[config.mk]
export PLATFORM = sky130hd
export DESIGN_NAME = dkong_dl_loader
export DESIGN_NICKNAME = d
export VERILOG_FILES = /design/src/rtl/dkong_dl_pkg.sv /design/src/rtl/dkong_dl_loader.sv
export SDC_FILE = /design/constraint.sdc
export NUM_CORES = 1
export LEC_CHECK = 0
export ABC_CLOCK_PERIOD_IN_PS = 2300
export BUFFER_PORTS_ARGS = -buffer_cell sky130_fd_sc_hd__buf_2
export CAP_MARGIN = 10
export CORE_MARGIN = 5
export CORE_UTILIZATION = 37
export DETAILED_ROUTE_END_ITERATION = 10
export GPL_TIMING_DRIVEN = 0
export HOLD_SLACK_MARGIN = 0.1
export PLACE_DENSITY = 0.66
export SLEW_MARGIN = 20
export SYNTH_ARGS = -nofsm -noshare
export SYNTH_HDL_FRONTEND = slang
export SYNTH_SLANG_ARGS = --single-unit
[constraint.sdc]
create_clock -name CLK_24M -period 2.3 [get_ports CLK_24M]
set_clock_uncertainty 0.2 [all_clocks]
set_input_delay 0.115 -clock CLK_24M [delete_from_list [all_inputs] [get_ports CLK_24M]]
set_output_delay 0.115 -clock CLK_24M [all_outputs]
set_load 0.02 [all_outputs]
[src/rtl/dkong_dl_pkg.sv]
// ----------------------------------------------------------------------------
// dkong_dl_pkg
//   Shared definitions for the ROM download loader and its consumers:
//     - dl_state_t   : loader FSM state encoding
//     - DL_RGN_OBJx  : upper address nibble of the four OBJ ROM regions
//                      (0xA000-0xDFFF on the download bus)
//     - DL_GAP_MIN/MAX : legal range of the post-write idle gap
// ----------------------------------------------------------------------------
package dkong_dl_pkg;

    typedef enum logic [2:0] {
        DL_IDLE  = 3'd0,
        DL_WAIT  = 3'd1,
        DL_WRITE = 3'd2,
        DL_GAP   = 3'd3,
        DL_DONE  = 3'd4
    } dl_state_t;

    localparam logic [3:0] DL_RGN_OBJ1 = 4'hA;
    localparam logic [3:0] DL_RGN_OBJ2 = 4'hB;
    localparam logic [3:0] DL_RGN_OBJ3 = 4'hC;
    localparam logic [3:0] DL_RGN_OBJ4 = 4'hD;

    localparam int DL_GAP_MIN = 0;
    localparam int DL_GAP_MAX = 15;

endpackage

[src/rtl/dkong_dl_loader.sv]
// ----------------------------------------------------------------------------
// dkong_dl_loader
//   Producer end of the ROM download bus. Takes a byte stream from the host
//   over a valid/ready handshake and emits one paced DL_WR pulse per byte at
//   consecutive addresses starting from I_BASE. O_BUSY holds the core in
//   reset while loading; O_DONE and O_CSUM report the result.
//
// Parameters
//   GAP_CYCLES : DL_WR-low cycles after each write pulse (0..15, clamped)
//   ADDR_W     : download address width
//
// Ports
//   CLK_24M    in  system clock
//   I_RSTn     in  asynchronous active-low reset
//   I_START    in  1-cycle start pulse (ignored while a load is running)
//   I_BASE     in  first download address, sampled on an accepted start
//   I_LEN      in  byte count 0..2^ADDR_W, sampled on an accepted start
//   I_S_DATA   in  stream byte
//   I_S_VALID  in  stream byte valid
//   O_S_READY  out loader takes a byte this cycle (pure state decode)
//   DL_ADDR    out download address
//   DL_DATA    out download data
//   DL_WR      out write strobe, one cycle per byte
//   O_BUSY     out load in progress
//   O_DONE     out last load completed, held until the next accepted start
//   O_CSUM     out mod-256 sum of bytes written in the current/last load
// ----------------------------------------------------------------------------
module dkong_dl_loader
    import dkong_dl_pkg::*;
#(
    parameter int GAP_CYCLES = 1,
    parameter int ADDR_W     = 16
) (
    input  logic              CLK_24M,
    input  logic              I_RSTn,
    input  logic              I_START,
    input  logic [ADDR_W-1:0] I_BASE,
    input  logic [ADDR_W:0]   I_LEN,
    input  logic [7:0]        I_S_DATA,
    input  logic              I_S_VALID,
    output logic              O_S_READY,
    output logic [ADDR_W-1:0] DL_ADDR,
    output logic [7:0]        DL_DATA,
    output logic              DL_WR,
    output logic              O_BUSY,
    output logic              O_DONE,
    output logic [7:0]        O_CSUM
);

    // Out-of-range gap settings are clamped rather than rejected.
    localparam int GAP_EFF = (GAP_CYCLES > DL_GAP_MAX) ? DL_GAP_MAX :
                             (GAP_CYCLES < DL_GAP_MIN) ? DL_GAP_MIN : GAP_CYCLES;
    // Gap timer counts down to zero, so it is loaded with GAP-1.
    localparam logic [3:0] GAP_LOAD = (GAP_EFF == 0) ? 4'd0 : 4'(GAP_EFF - 1);

    dl_state_t         state_q;
    logic [ADDR_W-1:0] base_q;
    logic [ADDR_W:0]   len_q;
    logic [ADDR_W:0]   count_q;
    logic [3:0]        gap_q;
    logic [ADDR_W-1:0] addr_q;
    logic [7:0]        data_q;
    logic              wr_q;
    logic              busy_q;
    logic              done_q;
    logic [7:0]        csum_q;

    logic [ADDR_W:0]   count_inc;

    assign count_inc = count_q + 1'b1;

    always_ff @(posedge CLK_24M or negedge I_RSTn) begin
        if (!I_RSTn) begin
            state_q <= DL_IDLE;
            base_q  <= '0;
            len_q   <= '0;
            count_q <= '0;
            gap_q   <= '0;
            addr_q  <= '0;
            data_q  <= '0;
            wr_q    <= 1'b0;
            busy_q  <= 1'b0;
            done_q  <= 1'b0;
            csum_q  <= '0;
        end else begin
            // Strobe is only ever set on the WAIT->WRITE transition.
            wr_q <= 1'b0;
            case (state_q)
                DL_IDLE, DL_DONE: begin
                    if (I_START) begin
                        base_q  <= I_BASE;
                        len_q   <= I_LEN;
                        count_q <= '0;
                        csum_q  <= '0;
                        busy_q  <= 1'b1;
                        if (I_LEN == '0) begin
                            // Zero-length load: done immediately, busy for
                            // exactly this one cycle (cleared in DONE below).
                            state_q <= DL_DONE;
                            done_q  <= 1'b1;
                        end else begin
                            state_q <= DL_WAIT;
                            done_q  <= 1'b0;
                        end
                    end else begin
                        busy_q <= 1'b0;
                    end
                end

                DL_WAIT: begin
                    // O_S_READY is exactly (state_q == DL_WAIT).
                    if (I_S_VALID) begin
                        addr_q  <= base_q + count_q[ADDR_W-1:0];
                        data_q  <= I_S_DATA;
                        wr_q    <= 1'b1;
                        state_q <= DL_WRITE;
                    end
                end

                DL_WRITE: begin
                    csum_q  <= csum_q + data_q;
                    count_q <= count_inc;
                    if (GAP_EFF != 0) begin
                        gap_q   <= GAP_LOAD;
                        state_q <= DL_GAP;
                    end else if (count_inc == len_q) begin
                        state_q <= DL_DONE;
                        done_q  <= 1'b1;
                        busy_q  <= 1'b0;
                    end else begin
                        state_q <= DL_WAIT;
                    end
                end

                DL_GAP: begin
                    if (gap_q != 4'd0) begin
                        gap_q <= gap_q - 4'd1;
                    end else if (count_q == len_q) begin
                        state_q <= DL_DONE;
                        done_q  <= 1'b1;
                        busy_q  <= 1'b0;
                    end else begin
                        state_q <= DL_WAIT;
                    end
                end

                default: begin
                    state_q <= DL_IDLE;
                    busy_q  <= 1'b0;
                end
            endcase
        end
    end

    assign O_S_READY = (state_q == DL_WAIT);
    assign DL_ADDR   = addr_q;
    assign DL_DATA   = data_q;
    assign DL_WR     = wr_q;
    assign O_BUSY    = busy_q;
    assign O_DONE    = done_q;
    assign O_CSUM    = csum_q;

endmodule

==> flow_summary.toml, run 1 <==
[pwr]
p_total_mw = 7.591
pwr_density_cell_nw_per_um2 = 1143
peakVddDrop_uv = 474.6
p_leak_nw = 3.158

[cells_and_area]
final_common_cell = "nand2_1"
final_cell_mix = "nand2_1 (170), dfrtp_1 (83), buf_2 (82), dlygate4sd3_1 (48), o21ai_0 (40)"
num-nets-final = 780
fin_cells = 889
multiInputGateArea_um2 = 2676
fillers = 1208
postLayoutCoreUtil = 0.5017
antenna_cells = 0
drive_gt1_frac = 0.2090
areaGrowthSynthToFinish_pct = 33.28
ff_latch_area_um2 = 2313

[worst_setup_path]
crit_start = "base_q[0]"
crit_type = "reg -> reg"
r2r-start = "base_q[0]"
crit_fanout = 3
slowest_stage = "dfrtp_1"
cp_data_arrival_time_ps = 2310
max_stage_delay_ps = 420
crit_path_end_kind = "flip-flop"
reg2reg_slack_ps = 20
critPathRequiredTime_ps = 2330
cp_num_buf_inv = 1
cp_top_family = "compound AO/OA/AOI/OAI gates"
critPathLaunchType = "flip-flop"
worstPathCellList = "ha_4, fa_2, a21oi_4, o21ai_4, a21oi_2, buf_4, o21bai_1, xnor2_1, o21ai_1"

[worst_hold_path]
min_from = "DL_ADDR[11]"
min_path_type = "reg -> reg"

[sta]
finalSetupViolations = 0
whs_ps = 278.1
maxSlewViolCount = 0
worstMarginPinSlew_ps = 595.4
max-slew-margin-rel = 0.6016
min_period_ps = 2282
rsz0062_at_grt = "true"
max_freq_ghz = 0.4382
fin_crit_sh = 0.9923
hold_viol = 0

[logic_synthesis]
synth_top_area_share = 0.4618
syn_area_um2 = 4985
synth_nets = 632
ys_ff_latch = 92
synthDistinctLibCells = 56
synth_top_area_cell = "dfrtp_1"
postSynthAreaPerCell_um2 = 8.901
seq_area_frac_synth = 0.4618
dominantRegCellSynth = "dfrtp_1"
yosys-top-cells-area = "dfrtp_1 (46%), nand2_1 (13%), ha_1 (6.3%)"
ys_async_sr_fraction = 1.000
synth_edf_count = 0
synth-warning-count = 0
netlist_instances = 560

[place]
place.port_buffers = 80
hpwl_um = 9457
placed_cells = 817
gp_congestion = 0.8367

[routing]
drt_iter0_drc = 257
drtAntennaViolNets = 0
vias = 4502
wl_per_cell_um = 14.77
dr.pass1.iters = 5
via_per_inst = 5.064
drc = 0
routed_wl_um = 13130

[die]
die_x_um = 126.1
core_area_um2 = 13240
die_h_um = 126.1
io_pins = 81
die-area_um2 = 15890
start_util = 0.3764
rows = 42

[clock_tree]
clkTransAtPathRegs_ps = 70
htree_levels = 3
clock_sinks = 92
cts_buffers = 9
cts.path.max_buffers = 2
clkLatencyLatePin_ps = 350
cts_tree = "yes"
root_buffer = "clkbuf_16"

[job]
cap_violations = 0

[grt]
grt_max_degree = 54
grt_pass1_vias = 4540
grt_use_total = 0.1723
grt_pass1_wl_um = 22400
grt_overflow_total = 0
antenna_found_initial = 0

[outcome]
status = "finished clean"
## stage by stage
stage	setup TNS, ps	worst slack (ps)	instance area, µm²
final	0	17.69	6644
after floorplan	0	24.37	4989
after detailed placement	-842.2	-242.9	5643
after global placement	-640.6	-215.4	5609
after CTS	-32.36	-19.44	6525
after global routing	-70.76	-61.73	6644
## report_power, final
part           switching (mW)  internal, mW
Combinational            1.99          1.40
Sequential              0.479          2.21
Clock                   0.623         0.898
## repair_timing
item | 4_1_cts | 5_1_grt
endpoints found under the hold margin | 137 | 0
endpoints found under the setup margin | 7 | 10
hold buffers | 49 | 0
pin swaps | 4 | 12
buffers inserted | 4 | 3
resized for setup | 11 | 23
## registers in the layout (all words and copies together) (netlist names)
name,flops
count_q,17
O_BUSY,1
len_q,17
DL_ADDR,16
O_CSUM,8
gap_q,4
state_q,3
DL_WR,1
O_DONE,1
base_q,16
DL_DATA,8
## kinds of logic (layout without fill, tap and decap cells)
| logic type | Yosys count | count (layout) | share of synthesized area |
|---|---|---|---|
| AO/OA/AOI/OAI | 101 | 101 | 0.1258 |
| XOR/XNOR | 36 | 36 | 0.06325 |
| adder cells (fa/ha/maj) | 27 | 27 | 0.07078 |
| buffers and inverters | 32 | 185 | 0.02862 |
| flip-flops | 92 | 92 | 0.4618 |
| multiplexers | 4 | 4 | 0.008032 |
| AND/OR/NAND/NOR | 268 | 268 | 0.2417 |
## path summary, 6_finish.rpt
kind                               end  cells past startpoint
min                        DL_ADDR[11]                      2
max in group asynchronous   count_q[6]                      4
min in group asynchronous   DL_DATA[2]                      4
max                        DL_ADDR[10]                      9
min reg2reg                DL_ADDR[11]                      2
max reg2reg                DL_ADDR[10]                      9
## layer usage
metal	GRT usage	part of all wire
met1	0.2300	0.46
met2	0.2814	0.47
met4	0.06309	0.019
met5	0	0
met3	0.03048	0.044
## cell usage after synthesis, types with 3 or more instances
cell and number:
a211oi_1 3, a21o_1 7, a21oi_1 17, a22o_1 3, a31oi_1 3, and3_1 5, buf_2 3, clkbuf_1 13
dfrtp_1 92, ha_1 25, inv_1 10, mux2i_1 4, nand2_1 170, nand2b_1 6, nand3_1 21, nand4_1 11
nor2_1 27, nor3_1 3, nor4_1 5, o211ai_1 3, o21ai_0 41, o21ai_1 3, o21bai_1 6, o31ai_1 3
or3_1 4, xnor2_1 25, xor2_1 11
## cell type report
type	instances	share of cell area
multi-input combinational	436	0.4028
sequential	92	0.3482
timing repair buffer	137	0.1486
clock buffer	12	0.03861
tap	176	0.03314
buffer	21	0.01525
clock inverter	4	0.007156
inverter	11	0.006215
## worst min-delay path, cell delays in order, from the launching register on
cell and delay, ps:
dfrtp_1 340, nand2_1 40, o21ai_0 60
Note: power is estimated with default switching activity, not from simulation.
==> run 2: changes to the inputs <==
Settings changed: BUFFER_PORTS_ARGS -buffer_cell sky130_fd_sc_hd__buf_2 to -buffer_cell sky130_fd_sc_hd__buf_4.
==> run 2 against run 1 <==
  * Clock-buffer cell count down 1
  * Highest routed layer unchanged
  * Critical endpoint is now DL_ADDR[14]
  * Register-to-register slack about the same
  * Combinational power is 4% higher
  * Largest power group unchanged
  * Sequential cell count did not move
  * Die area is the same
  * Largest cell class unchanged
==> flow_summary.toml, run 2 (same netlist as run 1, synthesis figures left out) <==
[pwr]
pwr-share-clk = 0.221
p_total_mw = 7.960
sequentialPowerShare = 0.338
p_leak_nw = 3.217
p_sw_mw = 3.084
netSwitchingFraction = 0.3874
p_int_mw = 4.876
power_frac_comb = 0.440
peakVddDrop_uv = 368.1
pwr_density_cell_nw_per_um2 = 1165

[routing]
via_per_inst = 4.968
drt_iter0_drc = 291
dr.pass1.iters = 5
routed_wl_um = 13000
vias = 4407
wl_per_cell_um = 14.65
drc = 0
drtAntennaViolNets = 0

[sta]
finalSetupViolations = 0
whs_ps = 210.3
worstMarginPinSlew_ps = 821.4
max_freq_ghz = 0.4383
fin_crit_sh = 0.9920
maxSlewViolCount = 0
min_period_ps = 2282
max-slew-margin-rel = 0.4524
hold_viol = 0
rsz0062_at_grt = "true"

[job]
cap_violations = 0

[clock_tree]
clock_sinks = 92
clkLatencyLatePin_ps = 340
cts_tree = "yes"
cts_buffers = 9
clkTransAtPathRegs_ps = 70
root_buffer = "clkbuf_16"
cts.path.max_buffers = 2
htree_levels = 3

[worst_setup_path]
critPathRequiredTime_ps = 2320
max_stage_delay_ps = 420
cp_num_buf_inv = 0
worstPathCellList = "ha_4, fa_2, a21oi_2, o21ai_2, a21oi_2, o21a_1, nor2_1, a221o_1"
slowest_stage = "dfrtp_1"
timing.critical_path.mode_cell = "a21oi_2"
r2r-start = "base_q[0]"
crit_fanout = 4
crit_type = "reg -> reg"
crit_path_end_kind = "flip-flop"
cp_top_family = "compound AO/OA/AOI/OAI gates"
crit_start = "base_q[0]"
cp_data_arrival_time_ps = 2300
critPathLaunchType = "flip-flop"

[outcome]
status = "finished clean"

[cells_and_area]
num-nets-final = 778
fin_cells = 887
final_common_cell = "nand2_1"
drive_gt1_frac = 0.2039
fillers = 1221
final_cell_mix = "nand2_1 (170), buf_4 (88), dfrtp_1 (85), dlygate4sd3_1 (47), o21ai_0 (41)"
areaGrowthSynthToFinish_pct = 37.02
multiInputGateArea_um2 = 2661
ff_latch_area_um2 = 2311
antenna_cells = 0
reg.largest.list = "count_q x17, len_q x17"
postLayoutCoreUtil = 0.5158

[place]
hpwl_um = 9460
place.port_buffers = 80
gp_congestion = 0.8492
placed_cells = 816

[grt]
grt_overflow_total = 0
grt_pass1_wl_um = 21730
grt_pass1_vias = 4421
grt_use_total = 0.1658
antenna_found_initial = 0
grt_max_degree = 93

[die]
die-area_um2 = 15890
die_h_um = 126.1
die_x_um = 126.1
start_util = 0.3764
rows = 42
core_area_um2 = 13240
io_pins = 81

[worst_hold_path]
min_path_type = "in -> async"
-- run 2: cell count changes in the layout (fill, tap and decap cells not counted), moves of 2 or more --
cell / previous run / this run
dfrtp_1: 83 / 85
clkinv_4: 0 / 2
bufinv_16: 1 / 3
dfrtp_2: 9 / 7
clkinv_2: 2 / 0
buf_2: 82 / 3
buf_4: 8 / 88
-- run 2: layout make-up --
class	count	share of cell area
clock buffers	11	0.03700
clock inverters	5	0.01575
plain buffers	21	0.01484
repair buffers	135	0.1661
multi-input cells	436	0.3896
well taps	176	0.03224
flip-flops and latches	92	0.3383
inverters	11	0.006045
-- run 2: final timing paths --
check / cells past startpoint / end / slack, ps
worst max-delay path: 8 / DL_ADDR[14] / 20
worst min-delay path: 2 / DL_DATA[2] / 210
worst max register to register: 8 / DL_ADDR[14] / 20
worst min register to register: 2 / DL_ADDR[10] / 280
max in group asynchronous: 2 / count_q[8] / 1060
min in group CLK_24M: 2 / DL_ADDR[10] / 280
-- run 2: worst register-to-register path: stages (launching register included) --
cell	delay [ps]
dfrtp_1	420
ha_4	180
fa_2	360
a21oi_2	190
o21ai_2	100
a21oi_2	220
o21a_1	160
nor2_1	40
a221o_1	300
-- run 2: repair_timing --
action	in CTS	in global routing
gates resized for setup	13	14
endpoints found under the setup margin	7	8
hold buffers	47	0
buffers inserted	4	4
hold endpoints to repair	137	0
pin swaps	7	8
-- run 2: per-stage QoR --
stage	setup WS [ps]	cell area (µm²)	setup TNS, ps
floorplan	24.37	4989	0
global placement	-225.5	5809	-701.7
detailed placement	-246.1	5813	-889.5
CTS	3.402	6735	0
global route	-57.85	6830	-74.47
finish	18.34	6830	0
-- run 2: power groups by stage --
stage / clock network (mW) / logic (mW) / registers, mW
floorplan: 0 / 1.92 / 2.89
global placement: 0 / 3.15 / 2.68
detailed placement: 0 / 3.25 / 2.70
CTS: 1.79 / 3.45 / 2.68
global route: 1.86 / 3.92 / 2.77
finish: 1.76 / 3.50 / 2.69
-- run 2: routing by layer --
metal,share of wire,vias to the layer above,GRT usage
li1,-,2214,-
met1,0.45,2075,0.2195
met2,0.49,110,0.2792
met3,0.045,8,0.03006
met4,0.0075,0,0.04606
met5,0,-,0
